$ cat src/rtl/sram_like_arbiter_if.sv
// Purpose: one sram-like port (request fields plus address/data handshakes).
// Latency: wires only, no storage.
// Backpressure: addr_ok from the slave accepts the address phase; data_ok returns responses in order.
interface sram_like_arbiter_if;
   logic        req;
   logic        wr;
   logic [2:0]  size;
   logic [31:0] addr;
   logic [3:0]  wstrb;
   logic [31:0] wdata;
   logic        addr_ok;
   logic        data_ok;
   logic [31:0] rdata;

   // Requester side: issues the address phase, receives the handshakes and read data.
   modport master (
      output req, wr, size, addr, wstrb, wdata,
      input  addr_ok, data_ok, rdata
   );

   // Memory side: accepts the address phase, returns the handshakes and read data.
   modport slave (
      input  req, wr, size, addr, wstrb, wdata,
      output addr_ok, data_ok, rdata
   );
endinterface

$ cat src/rtl/sram_like_arbiter.sv
// Purpose: shares one sram-like memory port between the inst and data requesters; responses steered by an in-order owner FIFO.
// Latency: zero; address phase and response routing are combinational through this block.
// Backpressure: grant locked until mem_addr_ok; no grant while OUTSTANDING transactions are in flight.
module sram_like_arbiter #(
   parameter int OUTSTANDING  = 4,
   parameter int STARVE_LIMIT = 4
) (
   input  logic                clk,
   input  logic                resetn,
   sram_like_arbiter_if.slave  inst,
   sram_like_arbiter_if.slave  data,
   sram_like_arbiter_if.master mem,
   output logic                err_unexp_rsp
);

   localparam int PW = (OUTSTANDING > 1) ? $clog2(OUTSTANDING) : 1;
   localparam int CW = PW + 1;
   localparam int SW = $clog2(STARVE_LIMIT + 1);

   localparam logic OWN_INST = 1'b0;
   localparam logic OWN_DATA = 1'b1;

   // Owner FIFO: one bit per accepted transaction, oldest at rd_ptr.
   logic [OUTSTANDING-1:0] own_q;
   logic [PW-1:0]          wr_ptr;
   logic [PW-1:0]          rd_ptr;
   logic [CW-1:0]          count;
   logic                   full;
   logic                   head_own;

   // Address-phase lock and fairness state.
   logic          lock_valid;
   logic          lock_owner;
   logic          lock_valid_nxt;
   logic          lock_owner_nxt;
   logic [SW-1:0] starve_cnt;

   // Grant and handshake events.
   logic gnt_vld;
   logic gnt_own;
   logic hs;
   logic pop;

   assign full     = (count == CW'(OUTSTANDING));
   assign head_own = own_q[rd_ptr];
   assign hs       = mem.req & mem.addr_ok;
   assign pop      = resetn & mem.data_ok & (count != '0);

   // Lock state register: holds the grant while an address phase waits for mem_addr_ok.
   always_ff @(posedge clk or negedge resetn) begin
      if (!resetn) begin
         lock_valid <= 1'b0;
         lock_owner <= OWN_INST;
      end else begin
         lock_valid <= lock_valid_nxt;
         lock_owner <= lock_owner_nxt;
      end
   end

   // Lock next state: set on a stalled request, cleared on the handshake; a dropped req leaves it alone.
   always_comb begin
      lock_valid_nxt = lock_valid;
      lock_owner_nxt = lock_owner;
      if (hs) begin
         lock_valid_nxt = 1'b0;
      end else if (mem.req) begin
         lock_valid_nxt = 1'b1;
         lock_owner_nxt = gnt_own;
      end
   end

   // Grant selection: lock wins, then a lone requester, then data unless inst has waited STARVE_LIMIT grants.
   always_comb begin
      gnt_vld = 1'b0;
      gnt_own = OWN_INST;
      if (!full) begin
         if (lock_valid) begin
            gnt_vld = 1'b1;
            gnt_own = lock_owner;
         end else if (inst.req && data.req) begin
            gnt_vld = 1'b1;
            gnt_own = (starve_cnt == SW'(STARVE_LIMIT)) ? OWN_INST : OWN_DATA;
         end else if (inst.req) begin
            gnt_vld = 1'b1;
            gnt_own = OWN_INST;
         end else if (data.req) begin
            gnt_vld = 1'b1;
            gnt_own = OWN_DATA;
         end
      end
   end

   // Shared-port request mux; inst fields are the default when nothing is granted, all zero in reset.
   always_comb begin
      mem.req   = 1'b0;
      mem.wr    = 1'b0;
      mem.size  = 3'd0;
      mem.addr  = 32'd0;
      mem.wstrb = 4'd0;
      mem.wdata = 32'd0;
      if (resetn) begin
         if (gnt_vld && (gnt_own == OWN_DATA)) begin
            mem.req   = data.req;
            mem.wr    = data.wr;
            mem.size  = data.size;
            mem.addr  = data.addr;
            mem.wstrb = data.wstrb;
            mem.wdata = data.wdata;
         end else begin
            mem.req   = gnt_vld & inst.req;
            mem.wr    = inst.wr;
            mem.size  = inst.size;
            mem.addr  = inst.addr;
            mem.wstrb = inst.wstrb;
            mem.wdata = inst.wdata;
         end
      end
   end

   // Requester handshakes: addr_ok follows the grant, data_ok follows the FIFO head, rdata is broadcast.
   always_comb begin
      inst.addr_ok = hs & (gnt_own == OWN_INST);
      data.addr_ok = hs & (gnt_own == OWN_DATA);
      inst.data_ok = pop & (head_own == OWN_INST);
      data.data_ok = pop & (head_own == OWN_DATA);
      inst.rdata   = resetn ? mem.rdata : 32'd0;
      data.rdata   = resetn ? mem.rdata : 32'd0;
   end

   // Owner FIFO: push the granted owner on each handshake, pop on each response while non-empty.
   always_ff @(posedge clk or negedge resetn) begin
      if (!resetn) begin
         own_q  <= '0;
         wr_ptr <= '0;
         rd_ptr <= '0;
         count  <= '0;
      end else begin
         if (hs) begin
            own_q[wr_ptr] <= gnt_own;
            wr_ptr        <= wr_ptr + 1'b1;
         end
         if (pop) begin
            rd_ptr <= rd_ptr + 1'b1;
         end
         if (hs && !pop) begin
            count <= count + 1'b1;
         end else if (!hs && pop) begin
            count <= count - 1'b1;
         end
      end
   end

   // Starvation counter: counts data wins over a waiting inst, saturating; cleared when inst wins or stops asking.
   always_ff @(posedge clk or negedge resetn) begin
      if (!resetn) begin
         starve_cnt <= '0;
      end else if (hs && (gnt_own == OWN_DATA) && inst.req) begin
         if (starve_cnt != SW'(STARVE_LIMIT)) begin
            starve_cnt <= starve_cnt + 1'b1;
         end
      end else if ((hs && (gnt_own == OWN_INST)) || !inst.req) begin
         starve_cnt <= '0;
      end
   end

   // Sticky error: a response with no transaction in flight cannot be routed.
   always_ff @(posedge clk or negedge resetn) begin
      if (!resetn) begin
         err_unexp_rsp <= 1'b0;
      end else if (mem.data_ok && (count == '0)) begin
         err_unexp_rsp <= 1'b1;
      end
   end

endmodule

$ cat src/flat_wrapper.sv
// flat-port wrapper written by rule: the top's interface ports become plain ports
module sram_like_arbiter_flat 
#(
   parameter int OUTSTANDING  = 4,
   parameter int STARVE_LIMIT = 4
)
  (clk, resetn, err_unexp_rsp, inst_req, inst_wr, inst_size, inst_addr, inst_wstrb, inst_wdata, inst_addr_ok, inst_data_ok, inst_rdata, data_req, data_wr, data_size, data_addr, data_wstrb, data_wdata, data_addr_ok, data_data_ok, data_rdata, mem_req, mem_wr, mem_size, mem_addr, mem_wstrb, mem_wdata, mem_addr_ok, mem_data_ok, mem_rdata);
  sram_like_arbiter_if inst_i ();
  sram_like_arbiter_if data_i ();
  sram_like_arbiter_if mem_i ();
  input  logic clk;
  input  logic resetn;
  output logic err_unexp_rsp;
  input wire logic [$bits(inst_i.req)-1:0] inst_req;
  input wire logic [$bits(inst_i.wr)-1:0] inst_wr;
  input wire logic [$bits(inst_i.size)-1:0] inst_size;
  input wire logic [$bits(inst_i.addr)-1:0] inst_addr;
  input wire logic [$bits(inst_i.wstrb)-1:0] inst_wstrb;
  input wire logic [$bits(inst_i.wdata)-1:0] inst_wdata;
  output wire logic [$bits(inst_i.addr_ok)-1:0] inst_addr_ok;
  output wire logic [$bits(inst_i.data_ok)-1:0] inst_data_ok;
  output wire logic [$bits(inst_i.rdata)-1:0] inst_rdata;
  input wire logic [$bits(data_i.req)-1:0] data_req;
  input wire logic [$bits(data_i.wr)-1:0] data_wr;
  input wire logic [$bits(data_i.size)-1:0] data_size;
  input wire logic [$bits(data_i.addr)-1:0] data_addr;
  input wire logic [$bits(data_i.wstrb)-1:0] data_wstrb;
  input wire logic [$bits(data_i.wdata)-1:0] data_wdata;
  output wire logic [$bits(data_i.addr_ok)-1:0] data_addr_ok;
  output wire logic [$bits(data_i.data_ok)-1:0] data_data_ok;
  output wire logic [$bits(data_i.rdata)-1:0] data_rdata;
  output wire logic [$bits(mem_i.req)-1:0] mem_req;
  output wire logic [$bits(mem_i.wr)-1:0] mem_wr;
  output wire logic [$bits(mem_i.size)-1:0] mem_size;
  output wire logic [$bits(mem_i.addr)-1:0] mem_addr;
  output wire logic [$bits(mem_i.wstrb)-1:0] mem_wstrb;
  output wire logic [$bits(mem_i.wdata)-1:0] mem_wdata;
  input wire logic [$bits(mem_i.addr_ok)-1:0] mem_addr_ok;
  input wire logic [$bits(mem_i.data_ok)-1:0] mem_data_ok;
  input wire logic [$bits(mem_i.rdata)-1:0] mem_rdata;
  assign inst_i.req = inst_req;
  assign inst_i.wr = inst_wr;
  assign inst_i.size = inst_size;
  assign inst_i.addr = inst_addr;
  assign inst_i.wstrb = inst_wstrb;
  assign inst_i.wdata = inst_wdata;
  assign inst_addr_ok = inst_i.addr_ok;
  assign inst_data_ok = inst_i.data_ok;
  assign inst_rdata = inst_i.rdata;
  assign data_i.req = data_req;
  assign data_i.wr = data_wr;
  assign data_i.size = data_size;
  assign data_i.addr = data_addr;
  assign data_i.wstrb = data_wstrb;
  assign data_i.wdata = data_wdata;
  assign data_addr_ok = data_i.addr_ok;
  assign data_data_ok = data_i.data_ok;
  assign data_rdata = data_i.rdata;
  assign mem_req = mem_i.req;
  assign mem_wr = mem_i.wr;
  assign mem_size = mem_i.size;
  assign mem_addr = mem_i.addr;
  assign mem_wstrb = mem_i.wstrb;
  assign mem_wdata = mem_i.wdata;
  assign mem_i.addr_ok = mem_addr_ok;
  assign mem_i.data_ok = mem_data_ok;
  assign mem_i.rdata = mem_rdata;
  sram_like_arbiter #(.OUTSTANDING(OUTSTANDING), .STARVE_LIMIT(STARVE_LIMIT)) u_core (.clk(clk), .resetn(resetn), .inst(inst_i), .data(data_i), .mem(mem_i), .err_unexp_rsp(err_unexp_rsp));
endmodule
$ cat config.mk
export PLATFORM = sky130hd
export DESIGN_NAME = sram_like_arbiter_flat
export DESIGN_NICKNAME = d
export VERILOG_FILES = /design/src/rtl/sram_like_arbiter_if.sv /design/src/rtl/sram_like_arbiter.sv /design/src/flat_wrapper.sv
export SDC_FILE = /design/constraint.sdc
export NUM_CORES = 1
export LEC_CHECK = 0
export CAP_MARGIN = 15
export CORE_AREA = 2 2 124 126
export CTS_BUF_LIST = sky130_fd_sc_hd__clkbuf_4 sky130_fd_sc_hd__clkbuf_8
export DETAILED_ROUTE_END_ITERATION = 10
export DIE_AREA = 0 0 126 128
export HOLD_SLACK_MARGIN = 0.15
export SETUP_SLACK_MARGIN = 0.4
export SYNTH_ARGS = -nofsm -noshare
export SYNTH_HDL_FRONTEND = slang
export SYNTH_SLANG_ARGS = --single-unit
$ cat constraint.sdc
create_clock -name clk -period 3.4 [get_ports clk]
set_input_delay 0.85 -clock clk [delete_from_list [all_inputs] [get_ports clk]]
set_output_delay 0.85 -clock clk [all_outputs]
set_load 0.005 [all_outputs]
==> results.md <==
- Pin count of the biggest net entering global routing: between 40 and 50
- Fin Setup TNS: 0 ns
- Worst Setup End Kind: primary output
- Commonest non-fill, non-tap cell in the layout: clkdlybuf4s50_1
- Mapped Cells: around 390
- Rel. slew slack: between 60 and 70%
- CTS clk-pin slew, worst paths: roughly 0.070 ns
- Syn Nets: between 500 and 600
- Top-area cell type share of the netlist area: about a fifth
- P_int: 0.002699 W
- Grt peak-use layer: met2
- Number of vias per cell: about 4.3
- CTS tree: yes
- GP Congestion: 0.8160
- HPWL after DPL: roughly 11,000 um
- Clk_skew: roughly 0.0022 ns
- Psw: about 0.0020 W
- Switching Share: a little over two fifths
- Hold slack: 0.4335 ns
- Clk pwr share: 3.2%
- Height of the die: about 130 um
- Dpl ws: -0.4775 ns
- Via Count: between 3,000 and 4,000
- DR iter-0 viols: roughly 140
- Initial Util: between 15 and 20%
- Grt ovf: 0
- GRT met2 Usage: 31.97%
- #FFs+latches synth: 17
- Crit start category: input pin
- P_leak: between 3 and 4 nW
- Critical path class: input pin to primary output
- Synth warnings: 0
- Final WS setup: around 0.18 ns
- Boundary pin count: ~320
- Root Buffer: clkbuf_8
- Final hold vios: 0
- First-pass GRT wire length: ~23,000 um
- Yosys cell types: 32
- Vias in the first global route: around 4,000
- HP Class: input pin to asynchronous set/reset pin
- Fin. max-slew vios: 0
- FMAX: between 0.3 and 0.4 GHz
- Post-Route WL: roughly 17,000 um
- Clk Latency, worst-skew pair: approximately 0.25 ns
- Critical path peak fanout: 6
- Leading area contributor after synthesis: nand2_1
- CP required: about 2.6 ns
- Critical path arrival: 2.37 ns
- Clock Sinks: 17
- Clock Path Buffers: 2
- VDD IR-drop max: 0.0004119 V
- Top cells by area, synth: nand2_1 (21%), a21boi_0 (17%), dfrtp_1 (16%)
- Status: finished clean
- Detail Route Antenna Nets: 0
- Final worst path period need: about 3.2 ns
- Post-Syn Area: 0.002631 mm2
- Core region area: about 0.015 mm2
- Total track usage: a little under a fifth
- # diodes: 0
- Endpoints failing setup: 0
- Sequential power share: under 10%
- Share of cells above drive strength 1: 42.56%
- Syn avg cell area: approximately 6.7 um2
- Total Power: approximately 0.0047 W
- Row cnt: between 40 and 50
- Cts bufs inserted: 3
- Logic pwr share: 88.7%
- H-tree Lvls: 1
- Fin crit share: 94.63%
- Max-cap violations: 0
- Measured slew at the worst slew-check pin: approximately 0.51 ns
- Register area share after synthesis: about 16%
- GR met1 Demand/Resource: approximately 25%
- Met3 usage: around 2%
- PwrDens: between 600 and 700 mW/mm2
- IO buf count: approximately 320
- Final core occ: ~50%
- WL per Instance: around 19 um
- Die extent in x: 126 um
- Initial antenna violation count: 0
- Area growth from synthesis to layout: 180.3%
- DR pass1 iterations: 4
- Die ar.: roughly 0.016 mm2
- Final net count: a little over 900
- Commonest non-fill, non-tap cells in the layout: clkdlybuf4s50_1 (244), nand2_4 (71), buf_2 (71)
- DRC: 0
- RSZ-0062 raised after global routing: true
[metal layers]
metal / vias up / wire, um
li1: 1929 / -
met1: 1882 / 7529
met2: 140 / 8695
met3: 14 / 767
met4: 0 / 233
met5: - / 0
[state kept, by name, indices dropped and copies added, names as in the netlist]
| register | flops |
|---|---|
| u_core.own_q | 4 |
| u_core.wr_ptr | 2 |
| u_core.lock_owner | 1 |
| u_core.err_unexp_rsp | 1 |
| u_core.lock_valid | 1 |
| u_core.starve_cnt | 3 |
| u_core.count | 3 |
| u_core.rd_ptr | 2 |
[synthesized netlist by cell type]
master / number
nand2_1: 147
a21boi_0: 59
buf_4: 39
and2_1: 32
clkbuf_1: 19
dfrtp_1: 17
a21boi_1: 14
inv_1: 9
nand3_1: 8
ha_1: 7
mux2_2: 7
xnor2_1: 4
a311oi_1: 3
buf_2: 3
nor2_1: 3
o21bai_1: 3
nand4_1: 2
or3_1: 2
or3b_1: 2
xor2_1: 2
a31oi_1: 1
and4b_1: 1
fa_1: 1
mux2i_1: 1
mux4_2: 1
nand2b_1: 1
nand3b_1: 1
nor2b_1: 1
nor3_4: 1
nor3b_1: 1
o2111a_1: 1
o21a_1: 1
[power by group through the flow]
stage | clock [W] | sequential [W] | combinational (W)
after global placement | 0 | 0.000363 | 0.00206
final | 0.000150 | 0.000378 | 0.00415
after detailed placement | 0 | 0.000369 | 0.00209
after floorplan | 0 | 0.000347 | 0.000975
after CTS | 0.000155 | 0.000372 | 0.00323
after global routing | 0.000164 | 0.000389 | 0.00438
[worst max-delay path, stage by stage]
cell,delay (ns)
buf_6,0.09
and4b_1,0.22
buf_6,0.12
nor3_4,0.19
buf_12,0.18
buf_12,0.15
buf_12,0.11
buf_16,0.13
nand2_4,0.04
a21boi_1,0.15
buf_2,0.14
[worst paths after layout]
path                                       from  depth (start not counted)  slack [ns]              endpoint
max                                    inst_req                         11        0.18         mem_wdata[13]
min                                      resetn                          1        0.43       u_core.count[2]
max reg2reg                   u_core.lock_valid                         10        0.79       u_core.count[1]
min reg2reg                u_core.err_unexp_rsp                          1        0.48  u_core.err_unexp_rsp
max in group asynchronous                resetn                          2        2.56      u_core.wr_ptr[0]
min in group clk           u_core.err_unexp_rsp                          1        0.48  u_core.err_unexp_rsp
[logic make-up (layout without fill, tap and decap cells)]
kind of cell / count (synthesis) / count (layout) / share of synthesized area [%]
buffers and inverters: 70 / 402 / 15.69
XOR/XNOR: 6 / 6 / 1.997
multiplexers: 9 / 9 / 4.232
adder cells (fa/ha/maj): 8 / 8 / 4.089
AO/OA/AOI/OAI: 82 / 82 / 23.63
flip-flops: 17 / 17 / 16.17
AND/OR/NAND/NOR: 202 / 202 / 34.19
[through the flow]
stage | cell area (um2) | cells
3_3_place_gp | 5932 | 864
3_5_place_dp | 5932 | 864
6_report | 7376 | 914
2_1_floorplan | 2631 | 394
5_1_grt | 7376 | 914
4_1_cts | 6420 | 902
[cell type report]
cell class	count	area (um2)
Clock buffer	3	41.29
Clock inverter	1	5.005
Fill cell	1361	7488
Inverter	9	33.78
Multi-Input combinational cell	307	2616
Sequential cell	17	425.4
Tap cell	188	235.2
Timing Repair Buffer	389	4019
[repair_timing]
item                                    CTS  global route
hold buffers                              0             0
gates resized for setup                 443           204
gates cloned                             12             6
pin swaps                                36           122
setup buffers                            22             6
endpoints found under the setup margin   79            76
Power figures use the tool's default switching activity.
